[config.mk]
export PLATFORM = sky130hd
export DESIGN_NAME = regfile_2r1w_sb
export DESIGN_NICKNAME = d
export VERILOG_FILES = /design/src/rtl/regfile_2r1w_sb.sv
export SDC_FILE = /design/constraint.sdc
export NUM_CORES = 2
export LEC_CHECK = 0
export CAP_MARGIN = 20
export CORE_ASPECT_RATIO = 2
export CORE_UTILIZATION = 44
export DETAILED_ROUTE_END_ITERATION = 10
export MAX_ROUTING_LAYER = met4
export PLACE_DENSITY = 0.65
export SLEW_MARGIN = 25
export SYNTH_ARGS = -nofsm -noshare
export SYNTH_HDL_FRONTEND = slang
export SYNTH_SLANG_ARGS = --single-unit
[constraint.sdc]
create_clock -name clk -period 2.4 [get_ports clk]
set_input_delay 0.24 -clock clk [delete_from_list [all_inputs] [get_ports clk]]
set_output_delay 0.24 -clock clk [all_outputs]
set_load 0.05 [all_outputs]
[src/rtl/regfile_2r1w_sb.sv]
// regfile_2r1w_sb: RV32 integer register file with two combinational read
// ports, one synchronous write port and a per-register busy scoreboard that
// raises a stall when a source operand is still pending.
//
// Optional build macro: REGFILE_BYPASS_EN
//   defined   -> a writeback in the current cycle is forwarded to matching
//                read ports, and their busy flags clear early.
//   undefined -> reads and busy flags reflect stored state only.
// The scoreboard state update is the same in both builds.
// Parameters must satisfy 2**AW == NREGS; x0 reads as zero and is never busy.

module regfile_2r1w_sb #(
    parameter int XLEN  = 32,
    parameter int NREGS = 32,
    parameter int AW    = 5
) (
    input  logic            clk,
    input  logic            rst,
    input  logic [AW-1:0]   rs1_addr,
    input  logic [AW-1:0]   rs2_addr,
    output logic [XLEN-1:0] rs1_data,
    output logic [XLEN-1:0] rs2_data,
    input  logic            we,
    input  logic [AW-1:0]   rd_addr,
    input  logic [XLEN-1:0] rd_data,
    input  logic            issue_en,
    input  logic [AW-1:0]   issue_rd,
    output logic            rs1_busy,
    output logic            rs2_busy,
    output logic            stall
);

    // Architectural state; index 0 has no storage.
    logic [XLEN-1:0]  regs_q [1:NREGS-1];
    logic [XLEN-1:0]  regs_d [1:NREGS-1];
    logic [NREGS-1:1] busy_q;
    logic [NREGS-1:1] busy_d;

    logic wb_valid;
    logic issue_valid;

    assign wb_valid    = we && (rd_addr != '0);
    assign issue_valid = issue_en && (issue_rd != '0);

    // Next-state for register contents and busy bits: reset, write, then issue.
    always_comb begin
        // NOTE: every combinational output gets a default first so no path
        // leaves it unassigned, which would otherwise infer a latch.
        regs_d = regs_q;
        busy_d = busy_q;
        if (rst) begin
            // NOTE: the whole array is cleared on reset because software is
            // allowed to observe registers before writing them; this costs a
            // reset mux per bit, so it is not done for generic memories.
            for (int i = 1; i < NREGS; i++) begin
                regs_d[i] = '0;
            end
            busy_d = '0;
        end else begin
            for (int i = 1; i < NREGS; i++) begin
                if (wb_valid && (rd_addr == AW'(i))) begin
                    regs_d[i] = rd_data;
                    busy_d[i] = 1'b0;
                end
                // Issue is evaluated after writeback so a new producer wins.
                if (issue_valid && (issue_rd == AW'(i))) begin
                    busy_d[i] = 1'b1;
                end
            end
        end
    end

    // State register: capture next-state on every rising edge.
    always_ff @(posedge clk) begin
        // NOTE: sequential state uses non-blocking assignments so every flop
        // samples the pre-edge value regardless of statement order.
        regs_q <= regs_d;
        busy_q <= busy_d;
    end

    // Read port 1: zero for x0, stored value otherwise, optional forwarding.
    always_comb begin
        rs1_data = '0;
        rs1_busy = 1'b0;
        if (rs1_addr != '0) begin
            rs1_data = regs_q[rs1_addr];
            rs1_busy = busy_q[rs1_addr];
`ifdef REGFILE_BYPASS_EN
            if (wb_valid && (rd_addr == rs1_addr)) begin
                rs1_data = rd_data;
                rs1_busy = 1'b0;
            end
`endif
        end
    end

    // Read port 2: zero for x0, stored value otherwise, optional forwarding.
    always_comb begin
        rs2_data = '0;
        rs2_busy = 1'b0;
        if (rs2_addr != '0) begin
            rs2_data = regs_q[rs2_addr];
            rs2_busy = busy_q[rs2_addr];
`ifdef REGFILE_BYPASS_EN
            if (wb_valid && (rd_addr == rs2_addr)) begin
                rs2_data = rd_data;
                rs2_busy = 1'b0;
            end
`endif
        end
    end

    assign stall = rs1_busy | rs2_busy;

endmodule

==> results.md <==
Job:
- The number of max-cap violations is 0.

Yosys:
- The post-synth design cell area is roughly 0.052 mm2.
- When the netlist entered floorplanning its net count stood at roughly 5700.
- In the post-synthesis netlist, the biggest area contributors are sky130_fd_sc_hd__dfxtp_1, sky130_fd_sc_hd__mux4_2, sky130_fd_sc_hd__nand2_1.
- The register area share after synthesis is 0.397.
- Of the total synthesized cell area, the portion taken by full adders, half adders and majority gates is 0.
- Synthesis instantiated 37 different standard cells from the library.
- The largest area contributor in the netlist is sky130_fd_sc_hd__dfxtp_1.
- The fraction of synthesized cell area in xor and xnor cells is 0.
- Of the post-synthesis cell area, the part taken by muxes is 0.269.
- Counting flops and latches in the post-synthesis netlist gives slightly above 1000.
- Dividing the synthesized area by the synthesized cell count gives 9.05 um2.
- The share of synthesized area in the top cell type comes to 0.397.
- The area fraction in compound gates after synthesis is 0.121.
- The instance count of the mapped netlist is around 5700.
- After synthesis, the largest family of logic cells by area is multiplexers.
- For this run, the number of Yosys warnings is 0.
- Of the total synthesized cell area, the portion taken by AND, OR, NAND and NOR gates is 0.166.

STA:
- The share of the clock period used by the worst path after layout is 1.19.
- After routing, the total negative slack on setup checks comes to -19230 ps.
- The largest clock skew in the final design is 0 ps.
- Measured against its own limit, the worst slew margin works out to 0.595.
- The final max-slew violation count came to 0.
- The shortest period the worst path allows is 2860 ps.
- The final setup violation count is 67.
- The count of final hold-check violations was 0.
- Setup repair after global routing could not meet its margin everywhere.
- The measured slew at the worst slew-check pin is around 610 ps.
- Static timing analysis puts the maximum clock frequency at between 300 and 400 MHz.
- The post-layout worst setup margin is -459 ps.

Status:
- The final reports fail on setup timing.
- The run finished, with violations left.

Route:
- The number of nets with antenna violations after detailed routing is 0.
- The via count is approximately 50000.
- The length of the first detailed-routing pass in iterations is 8.
- In the routed design, unresolved DRC markers number 0.
- For this block, the routed nets add up to approximately 230000 um of wire.
- The DRC marker count from the first detailed-route iteration is between 7000 and 8000.
- After detailed routing, the average wire length per cell comes to between 30 and 40 um.
- The number of vias per cell is between 6 and 7.

Finish:
- Relative to the synthesized area, the layout overhead comes to 22.6%.
- The layout cell share with drive strength beyond 1 is 0.292.
- The layout has about 10000 filler cells.
- The count of nets after finishing is between 5000 and 6000.
- For this run, the share of the core covered by cells in the final layout is 0.543.
- The non-filler instance count after layout is around 7400.

Power:
- Summing internal, switching and leakage power gives approximately 38 mW.
- In this run the static leakage power is 21.1 nW.
- IR analysis of the VDD net gives a maximum drop of 0.000490 V.
- The total power divided by cell area is 594 mW/mm2.

Worst setup path:
- For this run, the slowest stage of the critical path takes between 400 and 500 ps.
- The worst-case register-to-register setup slack is ~1500 ps.
- In this run the critical register-to-register path is captured at regs_q[448].
- The kind of capture point of the worst setup path is an output pin.
- STA classifies the critical path startpoint as a flip-flop.
- At the worst endpoint, the arrival time is ~2600 ps.
- The worst setup path is of the flip-flop to output pin kind.
- The largest individual stage delay along the critical path comes from the cell sky130_fd_sc_hd__mux4_2.
- The beginning of the critical path is busy_q[10].
- Walking the worst path, the cells encountered are mux4_2, mux2i_4, a2111oi_4, a311o_2, or2_4, buf_12.
- The length in cells of the worst reg-to-reg path is 5.
- The required time at the worst-slack endpoint is 2160 ps.
- Of all nets on the critical path, the largest fanout is 3.
- The source of the worst register-to-register timing path is regs_q[448].

CTS:
- The clock insertion delay at the later pin of the skew report is around 740 ps.
- TritonCTS built the clock tree.
- The maximum clock path buffer count is 3.
- The H-tree generated during clock tree synthesis spans 3 levels.
- The clock buffer count from CTS is 90.
- The library cell used as clock root buffer is sky130_fd_sc_hd__clkbuf_16.
- The clock drives between 1000 and 1500 sinks.
- Clock-pin slew was measured on the worst setup and hold paths at roughly 70 ps.

GRT:
- The global routing usage on met3 is 0.0911.
- The wire length of the first global-routing pass is 325000 um.
- Entering global routing, the biggest net connects around 110 pins.
- The number of antenna violations at the first check in global routing was 4.
- The most crowded layer after global routing is met2.
- After global routing the overflow that remains totals 0.
- For met1 alone, demand over resource in global routing was 0.434.
- The met2 global-route usage is 0.582.
- The total routing usage reported by global routing is 0.389.
- The number of global-route vias before repair is 48316.

Placement:
- The count of port buffers added during placement is 122.
- After detailed placement, the design holds a cell count of slightly above 7000.
- The detailed placement HPWL is between 100000 and 150000 um.
- The global placement routability congestion is 0.974.

Die:
- The die is ~240 um wide.
- The die height is slightly below 500 um.
- The boundary pin count is 123.
- The initial utilization of the core area, before any placement, comes to 0.443.
- In this run the standard cell core region covers between 0.1 and 0.15 mm2.
- The row count is about 180.
- The die covers roughly 0.12 mm2.

Hold path:
- Along the worst hold path, the cell count comes to 4.
- The beginning of the worst hold path is rd_data[22].
- The kind of path behind the tightest hold check is primary input to flip-flop.
- The worst hold endpoint is regs_q[566].
## what timing repair did
item,in CTS,in global routing
pin swaps,5,1
endpoints found under the hold margin,36,0
hold buffers,1,0
setup buffers,16,7
endpoints found under the setup margin,67,67
resized for setup,271,76
cloned,0,0
## cell usage after synthesis, drive strengths merged
| cell type | n |
|---|---|
| a2111oi | 1 |
| a21oi | 993 |
| a221o | 1 |
| a221oi | 33 |
| a22o | 32 |
| a22oi | 31 |
| a311o | 1 |
| a31oi | 2 |
| and2 | 13 |
| and3 | 4 |
| and3b | 6 |
| buf | 99 |
| clkbuf | 492 |
| clkinv | 1 |
| dfxtp | 1023 |
| inv | 2 |
| mux2 | 86 |
| mux2i | 35 |
| mux4 | 558 |
| nand2 | 2084 |
| nand2b | 3 |
| nand3 | 6 |
| nand3b | 3 |
| nor2 | 96 |
| nor2b | 5 |
| nor3 | 6 |
| nor3b | 8 |
| o2111ai | 1 |
| o21ai | 32 |
| o31ai | 32 |
| or2 | 2 |
## through the flow
step | hold slack (ps) | instance area, um2 | setup WS [ps]
after detailed placement | 457 | 59100 | -372
after global placement | 449 | 59100 | -378
final | 313 | 63200 | -459
after global routing | 332 | 63200 | -532
after floorplan | 376 | 52000 | 0.872
after CTS | 308 | 62900 | -468
## cell families after synthesis
| family | count (synthesis) |
|---|---|
| simple gates | 2236 |
| compound gates | 1159 |
| flops | 1023 |
| mux | 679 |
| buf+inv | 594 |
## worst max-delay path, delay by kind of cell, from the launching register on
| family | cells | cell delay [ps] |
|---|---|---|
| multiplexers | 2 | 670 |
| AO/OA/AOI/OAI | 2 | 450 |
| flip-flops | 1 | 340 |
| AND/OR/NAND/NOR | 1 | 270 |
| buffers and inverters | 1 | 150 |
## state kept, by name (all words and copies together), names as in the netlist
register / flops
busy_q: 31
regs_q: 992
## layer usage
layer,up-vias,wire length [um]
met5,-,0
met4,0,24000
met3,1391,27800
met2,3813,101000
met1,23729,72800
li1,20033,-
## area by class of cell
cell class | instances | area, um2 | area share
Antenna cell | 4 | 10.0 | 0.000158
Clock buffer | 118 | 2530 | 0.0400
Clock inverter | 44 | 683 | 0.0108
Inverter | 3 | 16.3 | 0.000258
Multi-Input combinational cell | 4074 | 29800 | 0.471
Sequential cell | 1023 | 20700 | 0.328
Tap cell | 1521 | 1900 | 0.0301
Timing Repair Buffer | 585 | 7540 | 0.119
## layout by cell type (no fill, tap or decap), types with 33 or more instances in the layout
cell                              instances
sky130_fd_sc_hd__dfxtp_2                193
sky130_fd_sc_hd__buf_12                 224
sky130_fd_sc_hd__nor2_2                  33
sky130_fd_sc_hd__dfxtp_1                830
sky130_fd_sc_hd__mux2i_1                 34
sky130_fd_sc_hd__mux2_2                  68
sky130_fd_sc_hd__mux4_2                 558
sky130_fd_sc_hd__clkdlybuf4s50_1         45
sky130_fd_sc_hd__nor2_1                  35
sky130_fd_sc_hd__nand2_2                 56
sky130_fd_sc_hd__clkbuf_16               91
sky130_fd_sc_hd__nand2_1               2025
sky130_fd_sc_hd__buf_4                  272
sky130_fd_sc_hd__a21oi_1                993
## worst max path at each step
stage                              end  slack, ps
after CTS                        stall       -470
after detailed placement         stall       -370
after global placement           stall       -380
after floorplan           rs2_data[16]        0.9
final                            stall       -460
after global routing             stall       -530
## where the power goes
| part | internal, mW | switching (mW) | leakage (nW) |
|---|---|---|---|
| clock network | 9.18 | 7.17 | 1.57 |
| logic | 1.51 | 2.46 | 11.2 |
| registers | 17.1 | 0.107 | 8.34 |
| total | 27.8 | 9.73 | 21.1 |
(Power assumes the default switching activity.)
